<file path="src/rtl/booth_seq_mul.sv">
// Sequential radix-4 Booth multiplier that retires one Booth digit per clock.
// Operands are widened by two bits so signed and unsigned modes share one datapath.
module booth_seq_mul #(
   parameter int WIDTH = 32
) (
   input  logic               clock,
   input  logic               clear,
   input  logic               start,
   input  logic               is_signed,
   input  logic [WIDTH-1:0]   multiplicand,
   input  logic [WIDTH-1:0]   multiplier,
   output logic               busy,
   output logic               done,
   output logic [2*WIDTH-1:0] product
);

   localparam int E    = WIDTH + 2;
   localparam int ITER = E / 2;
   localparam int CW   = $clog2(ITER);
   localparam int AW   = 2 * E + 3;

   typedef enum logic [1:0] {IDLE, RUN, DONE} state_t;

   state_t             r_state;
   logic [E+1:0]       r_pHi;
   logic [E+1:0]       r_m;
   logic [E-1:0]       r_q;
   logic               r_qm1;
   logic [CW-1:0]      r_cnt;
   logic               r_done;
   logic [2*WIDTH-1:0] r_product;

   logic                 w_extA;
   logic                 w_extB;
   logic                 w_last;
   logic [E+1:0]         w_addend;
   logic [E+1:0]         w_sum;
   logic signed [AW-1:0] w_accIn;
   logic signed [AW-1:0] w_accOut;

   // Extension bit is the operand MSB only in signed mode, so unsigned values stay positive.
   assign w_extA = is_signed & multiplicand[WIDTH-1];
   assign w_extB = is_signed & multiplier[WIDTH-1];
   assign w_last = (r_cnt == CW'(ITER - 1));

   always_comb begin
      w_addend = '0;
      case ({r_q[1:0], r_qm1})
         3'b001, 3'b010: w_addend = r_m;
         3'b011:         w_addend = {r_m[E:0], 1'b0};
         3'b100:         w_addend = -{r_m[E:0], 1'b0};
         3'b101, 3'b110: w_addend = -r_m;
         default:        w_addend = '0;
      endcase
   end

   assign w_sum    = r_pHi + w_addend;
   assign w_accIn  = {w_sum, r_q, r_qm1};
   assign w_accOut = w_accIn >>> 2;

   // A start is accepted in IDLE or DONE; RUN retires one digit per edge and ignores start.
   always_ff @(posedge clock or posedge clear) begin
      if (clear) begin
         r_state   <= IDLE;
         r_pHi     <= '0;
         r_m       <= '0;
         r_q       <= '0;
         r_qm1     <= 1'b0;
         r_cnt     <= '0;
         r_done    <= 1'b0;
         r_product <= '0;
      end else begin
         r_done <= 1'b0;
         if (r_state != RUN && start) begin
            r_state <= RUN;
            r_pHi   <= '0;
            r_m     <= {{4{w_extA}}, multiplicand};
            r_q     <= {{2{w_extB}}, multiplier};
            r_qm1   <= 1'b0;
            r_cnt   <= '0;
         end else if (r_state == RUN) begin
            r_pHi <= w_accOut[AW-1:E+1];
            r_q   <= w_accOut[E:1];
            r_qm1 <= w_accOut[0];
            r_cnt <= r_cnt + CW'(1);
            if (w_last) begin
               r_state   <= DONE;
               r_done    <= 1'b1;
               r_product <= w_accOut[2*WIDTH:1];
            end
         end else begin
            r_state <= IDLE;
         end
      end
   end

   assign busy    = (r_state == RUN);
   assign done    = r_done;
   assign product = r_product;

endmodule

</file>
<file path="config.mk">
export PLATFORM = sky130hd
export DESIGN_NAME = booth_seq_mul
export DESIGN_NICKNAME = d
export VERILOG_FILES = /design/src/rtl/booth_seq_mul.sv
export SDC_FILE = /design/constraint.sdc
export NUM_CORES = 1
export LEC_CHECK = 0
export ABC_CLOCK_PERIOD_IN_PS = 8950
export CAP_MARGIN = 20
export CORE_MARGIN = 2
export CORE_UTILIZATION = 60
export CTS_CLUSTER_DIAMETER = 40
export CTS_CLUSTER_SIZE = 25
export DETAILED_ROUTE_END_ITERATION = 7
export PLACE_DENSITY_LB_ADDON = 0.2
export SYNTH_ARGS = -nofsm -noshare
export SYNTH_HDL_FRONTEND = slang
export SYNTH_SLANG_ARGS = --single-unit
</file>
<file path="constraint.sdc">
create_clock -name clock -period 8.95 [get_ports clock]
set_input_delay 1.79 -clock clock [delete_from_list [all_inputs] [get_ports clock]]
set_output_delay 1.79 -clock clock [all_outputs]
set_load 0.02 [all_outputs]
</file>
==> results of run 1 <==
==> cell families (layout without fill, tap and decap cells) <==
| logic type | after synthesis | in the layout | synth area share |
|---|---|---|---|
| muxes | 78 | 78 | 0.0771 |
| xor gates and xnor gates | 81 | 81 | 0.0662 |
| DFF | 174 | 174 | 0.406 |
| AOI/OAI and AO/OA | 302 | 302 | 0.171 |
| and+or+nand+nor | 466 | 466 | 0.196 |
| buffers and inverters | 103 | 191 | 0.0373 |
| adders and majority gates | 39 | 39 | 0.0462 |
==> worst max-delay path by stage <==
stage          slack (ns)  depth (start not counted)    from   endpoint
6_report             3.35                         16   r_qm1  r_pHi[32]
3_3_place_gp         3.49                         16   r_qm1  r_pHi[32]
3_5_place_dp         3.54                         16   r_qm1  r_pHi[32]
5_1_grt              3.07                         16   r_qm1  r_pHi[32]
2_1_floorplan        2.44                          1   clear       done
4_1_cts              3.52                         17  r_m[8]  r_pHi[32]
==> area by class of cell <==
| cell class | instances | area, µm² | share of cell area |
|---|---|---|---|
| Inverter | 15 | 61.3 | 0.00483 |
| Timing Repair Buffer | 144 | 1420 | 0.112 |
| Tap cell | 225 | 282 | 0.0222 |
| Multi-Input combinational cell | 966 | 5970 | 0.471 |
| Clock buffer | 18 | 429 | 0.0338 |
| Sequential cell | 174 | 4360 | 0.343 |
| Clock inverter | 14 | 165 | 0.0130 |
==> cells in the final DEF (no fill, tap or decap), types with 5 or more instances in the layout <==
cell type and count:
nand2_1 282, dfrtp_1 173, clkdlybuf4s50_1 132, o21ai_0 131
xnor2_1 65, a21oi_1 58, nor2_1 55, mux2i_1 41
ha_1 38, mux2_2 37, nand3_1 35, a221oi_1 24
a31oi_1 20, nor3_1 17, clkbuf_16 17, xor2_1 16
nand2b_1 14, inv_1 12, a22oi_1 12, a21o_1 11
a211oi_1 11, buf_4 10, or3_1 8, nor2b_1 7
and3_1 6, o31ai_1 6, inv_6 5, inv_8 5
==> through the flow <==
stage | hold WS (ns) | instances | setup WS (ns)
floorplan | 0.451 | 1243 | 2.44
global placement | 0.458 | 1523 | 3.49
detailed placement | 0.461 | 1523 | 3.54
CTS | 0.480 | 1555 | 3.52
global route | 0.499 | 1556 | 3.07
finish | 0.472 | 1556 | 3.35
==> metal layers <==
layer | vias to the layer above | track usage | wire (µm)
met4 | 0 | 0.129 | 913
met2 | 277 | 0.479 | 12700
met5 | - | 0 | 0
met3 | 65 | 0.0622 | 1410
li1 | 4505 | - | -
met1 | 4391 | 0.381 | 11600
==> state kept, by name, indices dropped and copies added, names as in the netlist <==
register / flops
r_m: 33
r_state: 2
r_qm1: 1
product: 64
r_pHi: 34
r_cnt: 5
done: 1
r_q: 34
==> critical path, cell delays in order, from the launching register on <==
cell	delay, ns
dfrtp_1	0.32
buf_4	0.41
inv_1	0.60
nor2_1	0.61
buf_4	0.36
a22oi_1	0.13
a21oi_1	0.32
ha_1	0.34
a21oi_1	0.32
a21oi_1	0.11
a211oi_1	0.36
a211oi_1	0.17
o21ai_0	0.42
o21a_1	0.29
o31ai_1	0.11
mux2_2	0.27
a311o_1	0.31
==> impl_metrics.csv, run 1 <==
group,metric,value,unit
clock_network,cts_tree,"done",
global_routing,grt_pass1_vias,8769,
final_layout,nNetsFinal,1425,
sta,final.setup_skew,0.0102,ns
critical_path,cp.arrival,5.93,ns
sta,setup_tns,0,ns
critical_path,end_kind,"register",
floorplan,coreArea,0.0174,mm²
place,gp_congestion,0.883,
critical_path,reg2reg_depth,16,
floorplan,rows,48,
floorplan,dieArea,0.0190,mm²
drt,drtIter0Drc,792,
place,dp_hpwl,17.9,mm
clock_network,numCtsBuffers,17,
final_layout,area_growth_syn_to_layout,18.3,%
worst_hold_path,hold_path_end,"product[42]",
yosys,ys_warn_count,0,
final_layout,final_util,0.731,
yosys,ys_types,65,
yosys,synth-edff-count,0,
worst_hold_path,holdPathStages,2,
yosys,syn-mean-instance-area,8.63,µm²
floorplan,io_pins,134,
drt,wl_per_cell,17.2,µm
critical_path,cp_max_fo,42,
critical_path,crit_type,"register to register",
sta,worstMarginPinSlew,1.15,ns
sta,setup-violations-final,0,
clock_network,clkLatencyLatePin,0.45,ns
global_routing,grt_pass1_wl,43.7,mm
floorplan,chipWidth,138,µm
sta,hold_violations,0,
drt,vias_per_cell,5.94,
clock_network,post_cts_buffers,0,
critical_path,cp-start-kind,"register",
yosys,ys_seq_area_frac,0.406,
clock_network,cts_root_buf,"clkbuf_16",
yosys,syn_inst,1243,
yosys,synth_area_leaders,"dfrtp_1, nand2_1, o21ai_0",
final_layout,num-fill-cells,1373,
flow_run,cap_violations,0,
final_layout,design_area,0.0127,mm²
outcome,outcome,"finished clean",
sta,layout_worst_path_cycle_share,0.626,
global_routing,grt_antenna_before_repair,0,
sta,period_needed,5.60,ns
yosys,synth_top_cells_by_count,"nand2_1, dfrtp_1, o21ai_0, clkbuf_1, xnor2_1",
place,port_buffers,133,
clock_network,htree_levels,4,
yosys,mappedNetlistArea,0.0107,mm²
clock_network,clockBufferDepth,2,
sta,drv_slew,0,
final_layout,diodes,0,
global_routing,overflow,0,
drt,drc_errors,0,
yosys,ys_seq_elements,174,
drt,antenna_left,0,
clock_network,holdBufCountCts,0,
drt,drt_wl_total,26.7,mm
critical_path,r2r-start,"r_qm1",
yosys,synth.top_cell.area_share,0.406,
sta,slew-limit-headroom,0.232,
worst_hold_path,hp-start,"product[42]",
floorplan,start_util,0.618,
drt,drt_pre_antenna_iters,6,
clock_network,post_cts_resized,0,
yosys,async_flop_share,1.00,
critical_path,cp.required,9.28,ns
critical_path,r2r_end,"r_pHi[32]",
clock_network,clk_pin_slew,0.07,ns
yosys,synth_nets,1350,
clock_network,cts_sinks,174,
yosys,synthFlopType,"dfrtp_1",
critical_path,rrSetupSlack,3.35,ns
worst_hold_path,hold_path.class,"register to register",
floorplan,die_h,138,µm
final_layout,layout-drive-gt1-share,0.0759,
global_routing,grt_usage,0.295,
sta,fmaxAchievable,179,MHz
place,place_area,0.0121,mm²
drt,vias,9238,
sta,rsz0062_at_grt,"false",
yosys,yosysTopAreaCell,"dfrtp_1",
yosys,yosysMostFrequentCell,"nand2_1",
global_routing,grt_max_degree,101,
Power of run 1 is not shown: default switching activity piles up to over one toggle a cycle in this logic, so the estimate is an artifact.
==> inputs of run 2 (changes only) <==
ABC_CLOCK_PERIOD_IN_PS = 5700   (was 8950)
CORE_UTILIZATION = 57   (was 60)
clock period = 5.7 ns   (was 8.95 ns; I/O delays follow)
==> run 2 against run 1 <==
Count of clock-buffer cells in the layout unchanged. Global-route usage shrank 0.97 points. Setup slack lost 2.9 ns. Clock skew is 0.0016 ns higher. Utilization down 4.3 points. Critical path type unchanged.
==> impl_metrics.csv, run 2 (same netlist as run 1, synthesis figures left out) <==
group,metric,value,unit
place,place_worst_setup_slack,0.599,ns
floorplan,die_h,141,µm
floorplan,start_util,0.577,
floorplan,dieArea,0.0199,mm²
drt,drc_errors,0,
clock_network,clockBufferDepth,2,
critical_path,cp-start-kind,"register",
final_layout,num-fill-cells,1494,
global_routing,grt_pass1_vias,9246,
drt,drt_pre_antenna_iters,5,
clock_network,post_cts_resized,0,
final_layout,largest_reg_flops,64,
critical_path,end_kind,"register",
sta,layout_worst_path_cycle_share,0.920,
critical_path,r2r-start,"r_m[0]",
global_routing,grt_max_degree,118,
place,port_buffers,133,
worst_hold_path,hold_path.class,"register to register",
place,gp_congestion,0.932,
worst_hold_path,holdPathStages,2,
final_layout,ff_latch_area,0.00436,mm²
drt,vias,9319,
floorplan,coreArea,0.0186,mm²
clock_network,cts_tree,"done",
critical_path,rrSetupSlack,0.46,ns
final_layout,layout-drive-gt1-share,0.0807,
floorplan,rows,50,
sta,setup-violations-final,0,
sta,setup_tns,0,ns
final_layout,diodes,0,
critical_path,cp.arrival,5.56,ns
critical_path,reg2reg_depth,17,
sta,hold_violations,0,
clock_network,clkLatencyLatePin,0.44,ns
floorplan,io_pins,134,
clock_network,clk_pin_slew,0.08,ns
clock_network,htree_levels,4,
final_layout,final_cell_mix,"nand2_1, dfrtp_1, clkdlybuf4s50_1",
worst_hold_path,hp-start,"product[40]",
clock_network,post_cts_buffers,0,
global_routing,grt_antenna_before_repair,0,
drt,drt_wl_total,27.5,mm
clock_network,cts_sinks,174,
final_layout,multi_input_comb_area,0.00597,mm²
final_layout,layout_commonest_cell,"nand2_1",
sta,worst_slack,0.458,ns
sta,slew-limit-headroom,0.409,
drt,vias_per_cell,5.93,
place,dp_hpwl,18.8,mm
flow_run,cap_violations,0,
outcome,outcome,"finished clean",
global_routing,grt_pass1_wl,45.7,mm
sta,rsz0062_at_grt,"false",
drt,antenna_left,0,
final_layout,area_growth_syn_to_layout,19.1,%
sta,period_needed,5.24,ns
final_layout,nNetsFinal,1432,
sta,worstMarginPinSlew,0.885,ns
sta,fmaxAchievable,191,MHz
global_routing,overflow,0,
drt,drtIter0Drc,728,
clock_network,holdBufCountCts,0,
sta,drv_slew,0,
sta,final.setup_skew,0.0118,ns
drt,wl_per_cell,17.5,µm
critical_path,cp_max_fo,10,
global_routing,grt_usage,0.285,
worst_hold_path,hold_path_end,"product[40]",
critical_path,crit_type,"register to register",
critical_path,cp.required,6.02,ns
clock_network,cts_root_buf,"clkbuf_16",
critical_path,r2r_end,"r_pHi[32]",
floorplan,chipWidth,141,µm
clock_network,numCtsBuffers,17,
## run 2: changes by cell type in the layout (fill, tap and decap cells not counted), sizes merged
cell,change
clkinvlp,+2
inv,-4
clkinv,+2
buf,+7
## run 2: metal layers
layer  share of wire  up-vias  track usage
met5               0        -            0
met4           0.039        0        0.132
met3           0.057       74       0.0537
met2            0.47      300        0.473
met1            0.43     4439        0.362
li1                -     4506            -
## run 2: through the flow
| stage | util | instances | instance area (µm²) | hold WS, ns |
|---|---|---|---|---|
| after detailed placement | 0.655 | 1540 | 12200 | 0.461 |
| after floorplan | - | 1243 | 10700 | 0.451 |
| after global routing | 0.687 | 1572 | 12800 | 0.496 |
| final | 0.687 | 1572 | 12800 | 0.476 |
| after CTS | 0.687 | 1572 | 12800 | 0.482 |
| after global placement | 0.655 | 1540 | 12200 | 0.459 |
## run 2: how the worst max path moves through the flow
stage | start | endpoint | slack [ns] | cells past startpoint
final | r_m[0] | r_pHi[32] | 0.46 | 17
after global routing | r_m[8] | r_pHi[32] | 0.05 | 18
after CTS | r_m[0] | r_pHi[32] | 0.56 | 17
after detailed placement | r_m[0] | r_pHi[32] | 0.60 | 17
after global placement | r_m[0] | r_pHi[31] | 0.77 | 20
after floorplan | r_m[2] | r_pHi[32] | 0.88 | 19
## run 2: critical path: stages, from the launching register on
cell and delay, ns:
dfrtp_1 0.41, inv_1 0.11, ha_1 0.21, nor4b_2 0.30, nand3_2 0.29, or4_1 0.55, nor2_1 0.16, xnor2_1 0.10
a221o_1 0.39, ha_1 0.39, nand3_1 0.11, or3_1 0.39, a211oi_1 0.32, o21ai_0 0.18, o21a_1 0.26, o31ai_1 0.27
mux2_2 0.36, a311o_1 0.32
## run 2: layout make-up
| class | count | area share |
|---|---|---|
| Clock buffer | 18 | 0.0344 |
| Timing Repair Buffer | 151 | 0.116 |
| Sequential cell | 174 | 0.341 |
| Clock inverter | 14 | 0.0132 |
| Multi-Input combinational cell | 966 | 0.467 |
| Tap cell | 234 | 0.0229 |
| Inverter | 15 | 0.00470 |
Power of run 2 is left out for the same reason.
